<file path="src/rtl/array_store_pkg.sv">
// rtl/array_store_pkg.sv - shared defaults and FSM state type for the window write-back store
package array_store_pkg;
    localparam int DW_IN_DEFAULT         = 10;
    localparam int WORDS_DEFAULT         = 7;
    localparam int ROW_CNT_WIDTH_DEFAULT = 4;
    localparam int DW_WORD               = DW_IN_DEFAULT * 4;

    typedef enum logic [1:0] {
        IDLE    = 2'd0,
        CAPTURE = 2'd1,
        COMMIT  = 2'd2
    } state_t;
endpackage

</file>
<file path="src/rtl/array_store_if.sv">
// rtl/array_store_if.sv - corrected-word handshake between correction core and array_store
interface array_store_if
    import array_store_pkg::*;
#(
    parameter int WIDTH = DW_WORD
);
    logic             in_valid;
    logic             in_ready;
    logic [WIDTH-1:0] data_in;

    modport master (output in_valid, output data_in, input in_ready);
    modport slave  (input in_valid, input data_in, output in_ready);
endinterface

</file>
<file path="src/rtl/replace_row_reg.sv">
// rtl/replace_row_reg.sv - WORDS x DW_WORD register row with row load, per-word write and sync clear
module replace_row_reg #(
    parameter int WORDS   = 7,
    parameter int DW_WORD = 40
) (
    input  logic                     clk,
    input  logic                     rst,
    input  logic                     clr,
    input  logic                     load,
    input  logic [WORDS-1:0]         word_we,
    input  logic [WORDS*DW_WORD-1:0] d,
    output logic [WORDS*DW_WORD-1:0] q
);
    always_ff @(posedge clk) begin
        if (rst || clr) begin
            q <= '0;
        end else if (load) begin
            q <= d;
        end else begin
            for (int k = 0; k < WORDS; k++) begin
                if (word_we[k]) begin
                    q[k*DW_WORD +: DW_WORD] <= d[k*DW_WORD +: DW_WORD];
                end
            end
        end
    end
endmodule

</file>
<file path="src/rtl/array_store.sv">
// rtl/array_store.sv - captures one corrected 7-word row and commits it into a 3-deep replace-line bank
module array_store
    import array_store_pkg::*;
#(
    parameter int DW_IN         = DW_IN_DEFAULT,
    parameter int WORDS         = WORDS_DEFAULT,
    parameter int ROW_CNT_WIDTH = ROW_CNT_WIDTH_DEFAULT
) (
    input  logic                       clk,
    input  logic                       rst,
    input  logic                       frame_start,
    input  logic                       store_start,
    array_store_if.slave               word_bus,
    output logic [DW_IN*4*WORDS-1:0]   imo_replace_line1,
    output logic [DW_IN*4*WORDS-1:0]   imo_replace_line2,
    output logic [DW_IN*4*WORDS-1:0]   imo_replace_line3,
    output logic [ROW_CNT_WIDTH-1:0]   row_cnt,
    output logic                       store_done
);
    localparam int WORD_W = DW_IN * 4;
    localparam int ROW_W  = WORD_W * WORDS;

    state_t            state;
    logic [2:0]        idx;
    logic              accept;
    logic              commit;
    logic [WORDS-1:0]  word_we;
    logic [ROW_W-1:0]  staging;

    assign word_bus.in_ready = (state == CAPTURE);
    assign accept            = word_bus.in_valid && word_bus.in_ready;
    // frame_start during COMMIT suppresses the bank shift entirely
    assign commit            = (state == COMMIT) && !frame_start;
    assign word_we           = accept ? (WORDS'(1) << idx) : '0;

    replace_row_reg #(.WORDS(WORDS), .DW_WORD(WORD_W)) u_staging (
        .clk     (clk),
        .rst     (rst),
        .clr     (frame_start),
        .load    (1'b0),
        .word_we (word_we),
        .d       ({WORDS{word_bus.data_in}}),
        .q       (staging)
    );

    replace_row_reg #(.WORDS(WORDS), .DW_WORD(WORD_W)) u_line3 (
        .clk     (clk),
        .rst     (rst),
        .clr     (frame_start),
        .load    (commit),
        .word_we ('0),
        .d       (staging),
        .q       (imo_replace_line3)
    );

    replace_row_reg #(.WORDS(WORDS), .DW_WORD(WORD_W)) u_line2 (
        .clk     (clk),
        .rst     (rst),
        .clr     (frame_start),
        .load    (commit),
        .word_we ('0),
        .d       (imo_replace_line3),
        .q       (imo_replace_line2)
    );

    replace_row_reg #(.WORDS(WORDS), .DW_WORD(WORD_W)) u_line1 (
        .clk     (clk),
        .rst     (rst),
        .clr     (frame_start),
        .load    (commit),
        .word_we ('0),
        .d       (imo_replace_line2),
        .q       (imo_replace_line1)
    );

    always_ff @(posedge clk) begin
        if (rst || frame_start) begin
            state      <= IDLE;
            idx        <= 3'd0;
            row_cnt    <= '0;
            store_done <= 1'b0;
        end else begin
            store_done <= 1'b0;
            case (state)
                IDLE: begin
                    if (store_start) begin
                        state <= CAPTURE;
                        idx   <= 3'd0;
                    end
                end
                CAPTURE: begin
                    if (accept) begin
                        idx <= idx + 3'd1;
                        if (idx == 3'(WORDS - 1)) begin
                            state <= COMMIT;
                        end
                    end
                end
                COMMIT: begin
                    state      <= IDLE;
                    store_done <= 1'b1;
                    if (row_cnt != {ROW_CNT_WIDTH{1'b1}}) begin
                        row_cnt <= row_cnt + 1'b1;
                    end
                end
                default: state <= IDLE;
            endcase
        end
    end
endmodule

</file>
<file path="src/flat_wrapper.sv">
// flat-port wrapper written by rule: the top's interface ports become plain ports
module array_store_flat import array_store_pkg::*;
#(
    parameter int DW_IN         = DW_IN_DEFAULT,
    parameter int WORDS         = WORDS_DEFAULT,
    parameter int ROW_CNT_WIDTH = ROW_CNT_WIDTH_DEFAULT
)
  (clk, rst, frame_start, store_start, imo_replace_line1, imo_replace_line2, imo_replace_line3, row_cnt, store_done, word_bus_in_valid, word_bus_data_in, word_bus_in_ready);
  array_store_if #(.WIDTH((40))) word_bus_i ();
  input  logic clk;
  input  logic rst;
  input  logic frame_start;
  input  logic store_start;
  output logic [DW_IN*4*WORDS-1:0] imo_replace_line1;
  output logic [DW_IN*4*WORDS-1:0] imo_replace_line2;
  output logic [DW_IN*4*WORDS-1:0] imo_replace_line3;
  output logic [ROW_CNT_WIDTH-1:0] row_cnt;
  output logic store_done;
  input wire logic [$bits(word_bus_i.in_valid)-1:0] word_bus_in_valid;
  input wire logic [$bits(word_bus_i.data_in)-1:0] word_bus_data_in;
  output wire logic [$bits(word_bus_i.in_ready)-1:0] word_bus_in_ready;
  assign word_bus_i.in_valid = word_bus_in_valid;
  assign word_bus_i.data_in = word_bus_data_in;
  assign word_bus_in_ready = word_bus_i.in_ready;
  array_store #(.DW_IN(DW_IN), .WORDS(WORDS), .ROW_CNT_WIDTH(ROW_CNT_WIDTH)) u_core (.clk(clk), .rst(rst), .frame_start(frame_start), .store_start(store_start), .word_bus(word_bus_i), .imo_replace_line1(imo_replace_line1), .imo_replace_line2(imo_replace_line2), .imo_replace_line3(imo_replace_line3), .row_cnt(row_cnt), .store_done(store_done));
endmodule
</file>
<file path="config.mk">
export PLATFORM = sky130hd
export DESIGN_NAME = array_store_flat
export DESIGN_NICKNAME = d
export VERILOG_FILES = /design/src/rtl/array_store_pkg.sv /design/src/rtl/array_store_if.sv /design/src/rtl/replace_row_reg.sv /design/src/rtl/array_store.sv /design/src/flat_wrapper.sv
export SDC_FILE = /design/constraint.sdc
export NUM_CORES = 2
export LEC_CHECK = 0
export CAP_MARGIN = 25
export CORE_AREA = 2 2 346 348
export CTS_CLUSTER_SIZE = 25
export DETAILED_ROUTE_END_ITERATION = 6
export DIE_AREA = 0 0 348 350
export SETUP_SLACK_MARGIN = 0.2
export SKIP_CTS_REPAIR_TIMING = 1
export SLEW_MARGIN = 20
export SYNTH_ARGS = -nofsm -noshare
export SYNTH_HDL_FRONTEND = slang
export SYNTH_SLANG_ARGS = --single-unit
</file>
<file path="constraint.sdc">
create_clock -name clk -period 1.46 [get_ports clk]
set_input_delay 0.292 -clock clk [delete_from_list [all_inputs] [get_ports clk]]
set_output_delay 0.292 -clock clk [all_outputs]
set_load 0.1 [all_outputs]
</file>
==> results.ini <==
[global_route]
grt_max_degree = 65
grt.overflow.total = 0
grt_usage = 0.246
grt_pass1_wl_mm = 225
grt_pass1_vias = 34100
grt_antenna_before_repair = 18

[timing]
fmax_mhz = 530
fin_crit_sh = 1.29
slew_headroom = 0.774
rsz0062_at_grt = yes
final_max_slew_viol_count = 0
worst_pin_slew_ps = 339
skew_ps = 28.0
finalHoldViolCount = 0
worst_slack_ps = -428
finalCriticalPeriod_ps = 1890
finalSetupViolCount = 1785
fin_hold_ws_ps = 150

[power_and_ir_drop]
power.leakage_nw = 25.4
fin_total_pwr_w = 0.0622
power_density_nw_per_um2 = 902
ir_worst_vdd_v = 0.000983

[route]
vias = 37100
firstDrtPassIters = 6
drtAntennaViolNets = 0
wl_per_cell_um = 21.9
drc = 0
finalWirelength_mm = 165
avgViaCountPerCell = 4.94
drtIter0Drc = 2929

[worst_setup_path]
r2r_end = u_core.u_line3.q[207]$_SDFFE_PP0P_
cp.required_ps = 1170
cp-end-kind = output pin
critical_path_class = reg2out
r2r_setup_slack_ps = -240
rr_worst_depth = 8
crit_path_start = u_core.state[0]$_SDFFE_PP0P_
r2r_start = u_core.state[0]$_SDFFE_PP0P_
crit_arrival_ps = 1600
worstPathMaxFanout = 7
start_kind = flip-flop
crit_end = word_bus_in_ready

[job]
drv_cap = 0

[clock_network]
h-tree-depth = 3
cts-root-buf = clkbuf_16
cts_tree = built
cts_made_buffers = 117
clock-sinks = 1130
worstSkewPairLatency_ps = 740
path_clk_slew_ps = 60
clock_path_buffers = 3

[min_path]
min_path_type = in2reg

[layout]
seqCellArea_um2 = 24800
drive_gt1_frac = 0.386
utilization = 0.586
multi_input_area_um2 = 15000
nets = 5921
fin_cells = 7517
syn_to_final_growth_pct = 75.9
fill_cells = 9611

[floorplanning]
die_area_um2 = 122000
design.portCount = 891
core_um2 = 118000
initial_utilization = 0.333
die_h_um = 350
placementRows = 126
die_w_um = 348

[placement]
dp.cells = 7076
io_buffer_count = 890
dp_hpwl_mm = 114
gp_congestion = 0.835

[synth]
synth_nets = 4752
netlist_instances = 4701
ys_async_sr_fraction = 0
ys.flop_type = dfxtp_1
ys_seq_elements = 1130
seq_area_frac_synth = 0.577
synth.top_cell.area_share = 0.577
synth.avg_cell_area_um2 = 8.34
syn_area_um2 = 39200
synth_cell_types = 28
synthTopCellsByArea = dfxtp_1 (58%), nand2_1 (20%), a21oi_1 (11%)
synth_edf_count = 0
ys_warn_count = 0
synth_area_leader_cell = dfxtp_1

[run_status]
violations = setup timing
outcome = finished, violations left

through the flow:
step | instance area (um2) | setup TNS [ps] | setup WS [ps]
floorplan | 40000 | 0 | 94.1
global placement | 60700 | -373680 | -471
detailed placement | 60700 | -376800 | -521
CTS | 64700 | -199260 | -558
global route | 69000 | -278510 | -476
finish | 69000 | -194320 | -428
registers in the layout, summed over array words and instances, names as in the netlist:
name and cells:
u_core.store_done 1, u_core.row_cnt 4, u_core.u_line2.q 280, u_core.u_line3.q 280, u_core.state 2, u_core.u_staging.q 280, u_core.u_line1.q 280, u_core.idx 3
cell type report:
type / count / share of cell area
antenna: 8 / 0.000290
clock buffer: 170 / 0.0494
clock inverter: 52 / 0.00813
inverter: 3 / 0.000163
multi-input combinational: 3213 / 0.218
sequential: 1130 / 0.360
tap: 1536 / 0.0279
timing repair buffer: 1405 / 0.336
placed cells by master (no fill, tap or decap), types with 3 or more instances in the layout:
master	n
a21oi_1	862
diode_2	8
buf_16	5
buf_12	964
nor2_1	3
inv_6	3
nand4b_1	3
nand2b_4	3
clkbuf_8	26
buf_6	14
buf_4	358
mux2i_1	243
nor3_1	4
clkbuf_1	26
dfxtp_4	534
clkinvlp_4	8
clkbuf_16	133
a21oi_2	22
bufinv_16	8
nand2_2	9
ha_1	3
clkdlybuf4s50_1	44
buf_8	5
dfxtp_1	430
o21ai_0	4
nand4_1	5
clkinv_2	28
nand2_1	2035
dfxtp_2	166
where the power goes:
part	leakage [nW]	internal (W)	switching, W
logic	13.8	0.000612	0.00116
clock network	1.95	0.0177	0.0129
registers	9.62	0.0298	0.0000103
layer usage:
layer / GRT usage / share of wire / routed length (um) / vias to the layer above
li1: - / - / - / 17600
met1: 0.304 / 0.39 / 63900 / 17900
met2: 0.415 / 0.49 / 81300 / 1367
met3: 0.0725 / 0.087 / 14400 / 250
met4: 0.0729 / 0.031 / 5150 / 6
met5: 0 / 0.00091 / 150 / -
critical path, cell delays in order, from the launching register on:
cell and delay (ps):
dfxtp_4 370, buf_6 120, nor2b_4 170, buf_12 200
cell families after synthesis:
group | share of synthesized area
adder cells (fa/ha/maj) | 0.00191
multiplexers | 0.0620
AND/OR/NAND/NOR | 0.200
flip-flops | 0.577
buffers and inverters | 0.0439
AO/OA/AOI/OAI | 0.115
worst min-delay path by stage:
stage,endpoint,cells past startpoint,slack [ps],startpoint
floorplan,u_core.u_staging.q[129]$_SDFFE_PP0P_,2,430,word_bus_data_in[9]
global placement,u_core.u_staging.q[151]$_SDFFE_PP0P_,2,440,u_core.u_staging.q[151]$_SDFFE_PP0P_
detailed placement,u_core.u_staging.q[156]$_SDFFE_PP0P_,2,440,u_core.u_staging.q[156]$_SDFFE_PP0P_
CTS,u_core.u_staging.q[136]$_SDFFE_PP0P_,3,110,word_bus_data_in[16]
global route,u_core.u_staging.q[143]$_SDFFE_PP0P_,3,160,word_bus_data_in[23]
finish,u_core.u_staging.q[136]$_SDFFE_PP0P_,3,150,word_bus_data_in[16]
cells in the mapped netlist (2+ instances only):
cell type and count:
a21oi_2 10, nand2_1 2044, inv_1 3, dfxtp_1 1130
buf_2 200, buf_6 7, clkbuf_1 118, nand4b_1 3
mux2i_1 243, nor3_1 4, ha_1 6, nand2b_1 2
buf_4 19, buf_1 12, nor2_1 4, nor2b_1 3
nand4_1 5, a21oi_1 874, o21ai_0 4, nand3_1 2
Note: power is estimated with default switching activity, not from simulation.
